$ cat config.mk
export PLATFORM = sky130hd
export DESIGN_NAME = imm_instr_encoder
export DESIGN_NICKNAME = d
export VERILOG_FILES = /design/src/rtl/imm_instr_encoder_pkg.sv /design/src/rtl/imm_range_check.sv /design/src/rtl/imm_instr_encoder.sv
export SDC_FILE = /design/constraint.sdc
export NUM_CORES = 1
export LEC_CHECK = 0
export BUFFER_PORTS_ARGS = -buffer_cell sky130_fd_sc_hd__buf_2
export CAP_MARGIN = 40
export CORE_ASPECT_RATIO = 0.6
export CORE_MARGIN = 5
export CORE_UTILIZATION = 51
export CTS_BUF_LIST = sky130_fd_sc_hd__clkbuf_16
export CTS_CLUSTER_SIZE = 40
export DETAILED_ROUTE_END_ITERATION = 16
export HOLD_SLACK_MARGIN = 0.12
export PLACE_DENSITY_LB_ADDON = 0.05
export SLEW_MARGIN = 30
export SYNTH_ARGS = -nofsm -noshare
export SYNTH_HDL_FRONTEND = slang
export SYNTH_HIERARCHICAL = 1
export SYNTH_SLANG_ARGS = --single-unit
$ cat constraint.sdc
create_clock -name clk -period 3 [get_ports clk]
set_clock_uncertainty 0.1 [all_clocks]
set_input_delay 0.15 -clock clk [delete_from_list [all_inputs] [get_ports clk]]
set_output_delay 0.15 -clock clk [all_outputs]
set_load 0.1 [all_outputs]
$ cat src/rtl/imm_instr_encoder_pkg.sv
// Shared definitions for the RISC-V immediate encoder/decoder pair:
// ImmSrc codes, instruction field positions and the field-packing helper.
package imm_instr_encoder_pkg;

    typedef enum logic [1:0] {
        IMM_I = 2'b00,
        IMM_S = 2'b01,
        IMM_B = 2'b10,
        IMM_R = 2'b11
    } imm_src_e;

    localparam int unsigned OPCODE_LSB = 0;
    localparam int unsigned RD_LSB     = 7;
    localparam int unsigned FUNCT3_LSB = 12;
    localparam int unsigned RS1_LSB    = 15;
    localparam int unsigned RS2_LSB    = 20;
    localparam int unsigned FUNCT7_LSB = 25;
    localparam int unsigned INSTR_MSB  = 31;

    localparam int unsigned ERR_RANGE  = 0;
    localparam int unsigned ERR_ALIGN  = 1;

    typedef struct packed {
        imm_src_e    imm_src;
        logic [12:0] imm;
        logic [6:0]  opcode;
        logic [4:0]  rd;
        logic [2:0]  funct3;
        logic [4:0]  rs1;
        logic [4:0]  rs2;
        logic [6:0]  funct7;
    } enc_fields_t;

    // Scatter the immediate bits into the format-specific slots; only the
    // low 13 immediate bits can ever reach the instruction word.
    function automatic logic [31:0] pack_instr(enc_fields_t f);
        logic [31:0] instr;
        instr = '0;
        instr[OPCODE_LSB +: 7] = f.opcode;
        instr[FUNCT3_LSB +: 3] = f.funct3;
        instr[RS1_LSB +: 5]    = f.rs1;
        case (f.imm_src)
            IMM_I: begin
                instr[RD_LSB +: 5]   = f.rd;
                instr[RS2_LSB +: 12] = f.imm[11:0];
            end
            IMM_S: begin
                instr[RD_LSB +: 5]      = f.imm[4:0];
                instr[RS2_LSB +: 5]     = f.rs2;
                instr[FUNCT7_LSB +: 7]  = f.imm[11:5];
            end
            IMM_B: begin
                instr[RD_LSB]             = f.imm[11];
                instr[(RD_LSB + 1) +: 4]  = f.imm[4:1];
                instr[RS2_LSB +: 5]       = f.rs2;
                instr[FUNCT7_LSB +: 6]    = f.imm[10:5];
                instr[INSTR_MSB]          = f.imm[12];
            end
            IMM_R: begin
                instr[RD_LSB +: 5]     = f.rd;
                instr[RS2_LSB +: 5]    = f.rs2;
                instr[FUNCT7_LSB +: 7] = f.funct7;
            end
            default: begin
                instr = '0;
            end
        endcase
        return instr;
    endfunction

endpackage

$ cat src/rtl/imm_range_check.sv
// Combinational range/alignment check of a 32-bit immediate against the
// field width its ImmSrc format can encode.
module imm_range_check
    import imm_instr_encoder_pkg::*;
(
    input  logic [31:0] imm_i,
    input  imm_src_e    imm_src_i,
    output logic [1:0]  err_o
);

    // A value fits when every bit above the encodable sign bit matches it.
    always_comb begin
        err_o = 2'b00;
        case (imm_src_i)
            IMM_I, IMM_S: begin
                err_o[ERR_RANGE] = ~((&imm_i[31:11]) | ~(|imm_i[31:11]));
            end
            IMM_B: begin
                err_o[ERR_RANGE] = ~((&imm_i[31:12]) | ~(|imm_i[31:12]));
                err_o[ERR_ALIGN] = imm_i[0];
            end
            IMM_R: begin
                err_o = 2'b00;
            end
            default: begin
                err_o = 2'b00;
            end
        endcase
    end

endmodule

$ cat src/rtl/imm_instr_encoder.sv
// Field-to-word RISC-V instruction encoder (I/S/B/R) with a two-stage
// valid/ready pipeline, range/alignment flags and delivery statistics.
module imm_instr_encoder
    import imm_instr_encoder_pkg::*;
#(
    parameter int unsigned COUNT_W = 16
) (
    input  logic               clk,
    input  logic               rst_n,
    input  logic               in_valid,
    output logic               in_ready,
    input  logic [1:0]         in_imm_src,
    input  logic [31:0]        in_imm,
    input  logic [6:0]         in_opcode,
    input  logic [4:0]         in_rd,
    input  logic [2:0]         in_funct3,
    input  logic [4:0]         in_rs1,
    input  logic [4:0]         in_rs2,
    input  logic [6:0]         in_funct7,
    output logic               out_valid,
    input  logic               out_ready,
    output logic [31:0]        out_instr,
    output logic [1:0]         out_err,
    output logic [COUNT_W-1:0] enc_count,
    output logic [COUNT_W-1:0] err_count
);

    localparam logic [COUNT_W-1:0] CNT_ONE = {{(COUNT_W-1){1'b0}}, 1'b1};
    localparam logic [COUNT_W-1:0] CNT_MAX = {COUNT_W{1'b1}};

    logic               s1_valid_q, s1_valid_d;
    enc_fields_t        s1_fields_q, s1_fields_d;
    logic [1:0]         s1_err_q, s1_err_d;
    logic               s2_valid_q, s2_valid_d;
    logic [31:0]        s2_instr_q, s2_instr_d;
    logic [1:0]         s2_err_q, s2_err_d;
    logic [COUNT_W-1:0] enc_count_q, enc_count_d;
    logic [COUNT_W-1:0] err_count_q, err_count_d;

    logic [1:0]         range_err_s;
    logic               s1_advance_s;
    logic               in_ready_s;
    logic               in_accept_s;
    logic               out_hs_s;

    // S1 may hand over whenever S2 is empty or draining this cycle.
    assign s1_advance_s = !s2_valid_q || out_ready;
    assign in_ready_s   = !s1_valid_q || s1_advance_s;
    assign in_accept_s  = in_valid && in_ready_s;
    assign out_hs_s     = s2_valid_q && out_ready;

    imm_range_check u_range_check (
        .imm_i     (in_imm),
        .imm_src_i (imm_src_e'(in_imm_src)),
        .err_o     (range_err_s)
    );

    // Stage 1: capture the fields and the range flags of an accepted beat.
    always_comb begin
        s1_valid_d  = s1_valid_q;
        s1_fields_d = s1_fields_q;
        s1_err_d    = s1_err_q;
        if (in_accept_s) begin
            s1_valid_d          = 1'b1;
            s1_fields_d.imm_src = imm_src_e'(in_imm_src);
            s1_fields_d.imm     = in_imm[12:0];
            s1_fields_d.opcode  = in_opcode;
            s1_fields_d.rd      = in_rd;
            s1_fields_d.funct3  = in_funct3;
            s1_fields_d.rs1     = in_rs1;
            s1_fields_d.rs2     = in_rs2;
            s1_fields_d.funct7  = in_funct7;
            s1_err_d            = range_err_s;
        end else if (s1_advance_s) begin
            s1_valid_d = 1'b0;
        end else begin
            s1_valid_d = s1_valid_q;
        end
    end

    // Stage 2: pack the word; hold everything while the consumer stalls.
    always_comb begin
        s2_valid_d = s2_valid_q;
        s2_instr_d = s2_instr_q;
        s2_err_d   = s2_err_q;
        if (s1_advance_s) begin
            s2_valid_d = s1_valid_q;
            if (s1_valid_q) begin
                s2_instr_d = pack_instr(s1_fields_q);
                s2_err_d   = s1_err_q;
            end else begin
                s2_instr_d = s2_instr_q;
                s2_err_d   = s2_err_q;
            end
        end else begin
            s2_valid_d = s2_valid_q;
        end
    end

    // Delivery counters: enc_count wraps, err_count sticks at all-ones.
    always_comb begin
        enc_count_d = enc_count_q;
        err_count_d = err_count_q;
        if (out_hs_s) begin
            enc_count_d = enc_count_q + CNT_ONE;
            if ((s2_err_q != 2'b00) && (err_count_q != CNT_MAX)) begin
                err_count_d = err_count_q + CNT_ONE;
            end else begin
                err_count_d = err_count_q;
            end
        end else begin
            enc_count_d = enc_count_q;
        end
    end

    // Pipeline and counter state; reset flushes both stages.
    always_ff @(posedge clk or negedge rst_n) begin
        if (!rst_n) begin
            s1_valid_q  <= 1'b0;
            s1_fields_q <= '0;
            s1_err_q    <= 2'b00;
            s2_valid_q  <= 1'b0;
            s2_instr_q  <= 32'h0000_0000;
            s2_err_q    <= 2'b00;
            enc_count_q <= '0;
            err_count_q <= '0;
        end else begin
            s1_valid_q  <= s1_valid_d;
            s1_fields_q <= s1_fields_d;
            s1_err_q    <= s1_err_d;
            s2_valid_q  <= s2_valid_d;
            s2_instr_q  <= s2_instr_d;
            s2_err_q    <= s2_err_d;
            enc_count_q <= enc_count_d;
            err_count_q <= err_count_d;
        end
    end

    assign in_ready  = in_ready_s;
    assign out_valid = s2_valid_q;
    assign out_instr = s2_instr_q;
    assign out_err   = s2_err_q;
    assign enc_count = enc_count_q;
    assign err_count = err_count_q;

endmodule

==> results.yml <==
outcome:
  status: "finished clean"
routing:
  dr.first_iter.drc_count: 211
  vias_per_cell: 5.137
  drtPass1Iterations: 6
  routedWlPerCell_um: 16.54
  wl_met2_um: 5677
  wl_met1_um: 5527
  drc: 0
  vias: 3760
  routed_wl_um: 12110
  top_layer_used: "met4"
  dr_wl_met3_um: 769
  antenna_left: 0
timing:
  max_freq_mhz: 496.3
  fin_crit_ns: 2.015
  tightest_slew_ns: 0.6457
  slew_headroom_pct: 56.62
  fin_tns_setup_ns: 0
  grt_setup_unrepaired: "false"
  finalMaxSlewViolations: 0
  setup_viol: 0
  final-hold-violation-count: 0
  min_period_over_period_pct: 67.16
  setup_slack_ns: 0.9852
cells_and_area:
  fin_nets: 661
  area_delta_synth_final_pct: 39.12
  final_cell_mix: "136 x buf_2, 116 x dfrtp_1, 68 x mux2_2, 51 x dlygate4sd3_1, 35 x nand2_1"
  drive_gt1_share_pct: 41.88
  fillers: 693
  multi_input_area_sq_um: 2001
  num_antenna_cells: 0
  stdcell_count: 732
  regArea_sq_um: 2929
  layout_commonest_cell: "buf_2"
place:
  portBuffers: 137
  place_ws_ns: 1.012
  dp.cells: 649
  dp_hpwl_um: 8409
  gp_routability_congestion: 0.7942
pwr:
  peakVddDrop_uv: 925.3
  p_per_area_nw_per_um2: 933.8
  power.leakage_nw: 3.316
  total_power_w: 0.006498
grt:
  track_usage_pct: 21.47
  grt.overflow.total: 0
  grt_pass1_wl_um: 19600
  grt_max_degree: 67
  antenna_found_initial: 0
  grt_pass1_vias: 3928
floorplanning:
  initial_core_util_pct: 51.55
  std_cell_rows: 28
  ios: 138
  dieArea_sq_um: 11950
  die_w_um: 137.9
  die_height_um: 86.72
  core_sq_um: 9704
logic_synthesis:
  synth_top_family_by_area: "multiplexers"
  yosysUniqueCellTypes: 39
  netlist_area_sq_um: 5002
  synthAdderAreaFrac_pct: 1.751
  synth_xor_area_share_pct: 5.078
  synthMuxAreaShare_pct: 15.51
  ys_seq_area_share_pct: 58.53
  synth_compound_area_share_pct: 5.353
  syn_nets: 463
  syn_area_per_cell_sq_um: 12.96
  synth-seq-cells: 117
  syn_inst: 386
  ys.warnings.count: 6
  synth_simple_gate_area_share_pct: 12.21
worst_setup_path:
  crit_fanout: 25
  timing.rr.start: "s1_fields_q[45]"
  crit_required_ns: 3.18
  reg2reg_depth: 5
  critPathLaunchType: "primary input"
  worst-endpoint-arrival_ns: 2.20
  timing.rr.end: "out_instr[29]"
  crit_type: "in -> reg"
  cp-end-kind: "flop"
  reg2reg_slack_ns: 1.02
cts:
  cts_htree_levels: 4
  clock_path_buffers: 2
  cts_hold_buf: 51
  ctsResizeCount: 0
  worst_skew_pair.late_latency_ns: 0.40
  numClockSinks: 117
  clock-root-buffer: "clkbuf_16"
  tritoncts: "built"
  postCtsSetupBuffers: 0
  cts_buffers: 17
  clk_pin_slew_ns: 0.05
flow_run:
  maxCapViolations: 0
min_path:
  hold_path.class: "in -> async"
report_power, final:
part	internal (W)	leakage, nW	switching [W]
Combinational	0.000510	1.60	0.00193
Clock	0.00128	0.282	0.000668
Sequential	0.00188	1.43	0.000234
worst max-delay path by stage:
stage | start | end | slack [ns] | cells after the start
2_1_floorplan | out_valid | s1_err_q[0] | 0.05 | 5
3_3_place_gp | s1_fields_q[45] | out_instr[26] | 1.03 | 5
3_5_place_dp | s1_fields_q[45] | out_instr[29] | 1.01 | 5
4_1_cts | out_ready | s1_fields_q[8] | 0.98 | 6
5_1_grt | s1_fields_q[45] | out_instr[29] | 0.88 | 5
6_report | out_ready | s1_fields_q[1] | 0.99 | 6
metal layers:
metal  vias to the layer above  global-route usage, %
met5                         -                      0
met1                      1831                  29.08
met3                        11                  4.988
met2                       119                  33.94
li1                       1799                      -
met4                         0                  8.251
critical path, cell delays in order:
cell and delay [ns]:
dlygate4sd3_1 0.53, buf_2 0.16, nand3b_1 0.21, nand2_2 0.51, buf_12 0.26, mux2_2 0.37
state kept, by name, summed over array words and instances, names as in the netlist:
name	flops
out_err	2
out_valid	1
err_count	16
s1_err_q	2
out_instr	32
s1_valid_q	1
s1_fields_q	47
enc_count	16
metrics by stage:
stage / utilization, % / hold WS (ns) / area, sq um
finish: 71.71 / 0.1998 / 6959
global route: 71.71 / 0.2864 / 6959
CTS: 71.67 / 0.2718 / 6955
detailed placement: 60.52 / 0.2072 / 5873
global placement: 60.24 / 0.2014 / 5846
floorplan: - / -0.2456 / 5004
kinds of logic after synthesis:
family	Yosys count
compound gates	42
xor+xnor	29
fa+ha+maj	7
buf+inv	16
flops	117
mux	69
simple gates	106
synthesized netlist by cell type, drive strengths merged:
library cell  number  area (sq um)
nor2b              1         6.260
clkbuf             5         18.77
and3               6         38.79
xor2              14         122.6
o22ai              1         6.260
a22oi             16         120.1
and4               4         35.03
ha                 7         87.58
or2                1         6.260
and3b              1         8.760
nand4             10         62.56
nand2             37         138.9
o211ai             1         12.51
mux2              68         765.7
nand3b             1         7.510
nand2b             5         31.28
dfrtp            117          2928
a41oi              1         8.760
xnor2             15         131.4
a21oi              3         15.01
o21ai             19         95.09
nor2               8         30.03
a41o               1         10.01
nor4               8         92.58
or3                2         17.52
nor3               9         55.05
inv                3         11.26
nand3             13         80.08
buf                8         48.80
mux2i              1         10.01
layout make-up:
type                            instances  area share, %
Clock buffer                           17          6.113
Clock inverter                         15          2.104
Inverter                                3         0.1618
Multi-Input combinational cell        253          28.75
Sequential cell                       117          42.09
Tap cell                              135          2.427
Timing Repair Buffer                  192          18.36
Power figures use the tool's default switching activity.
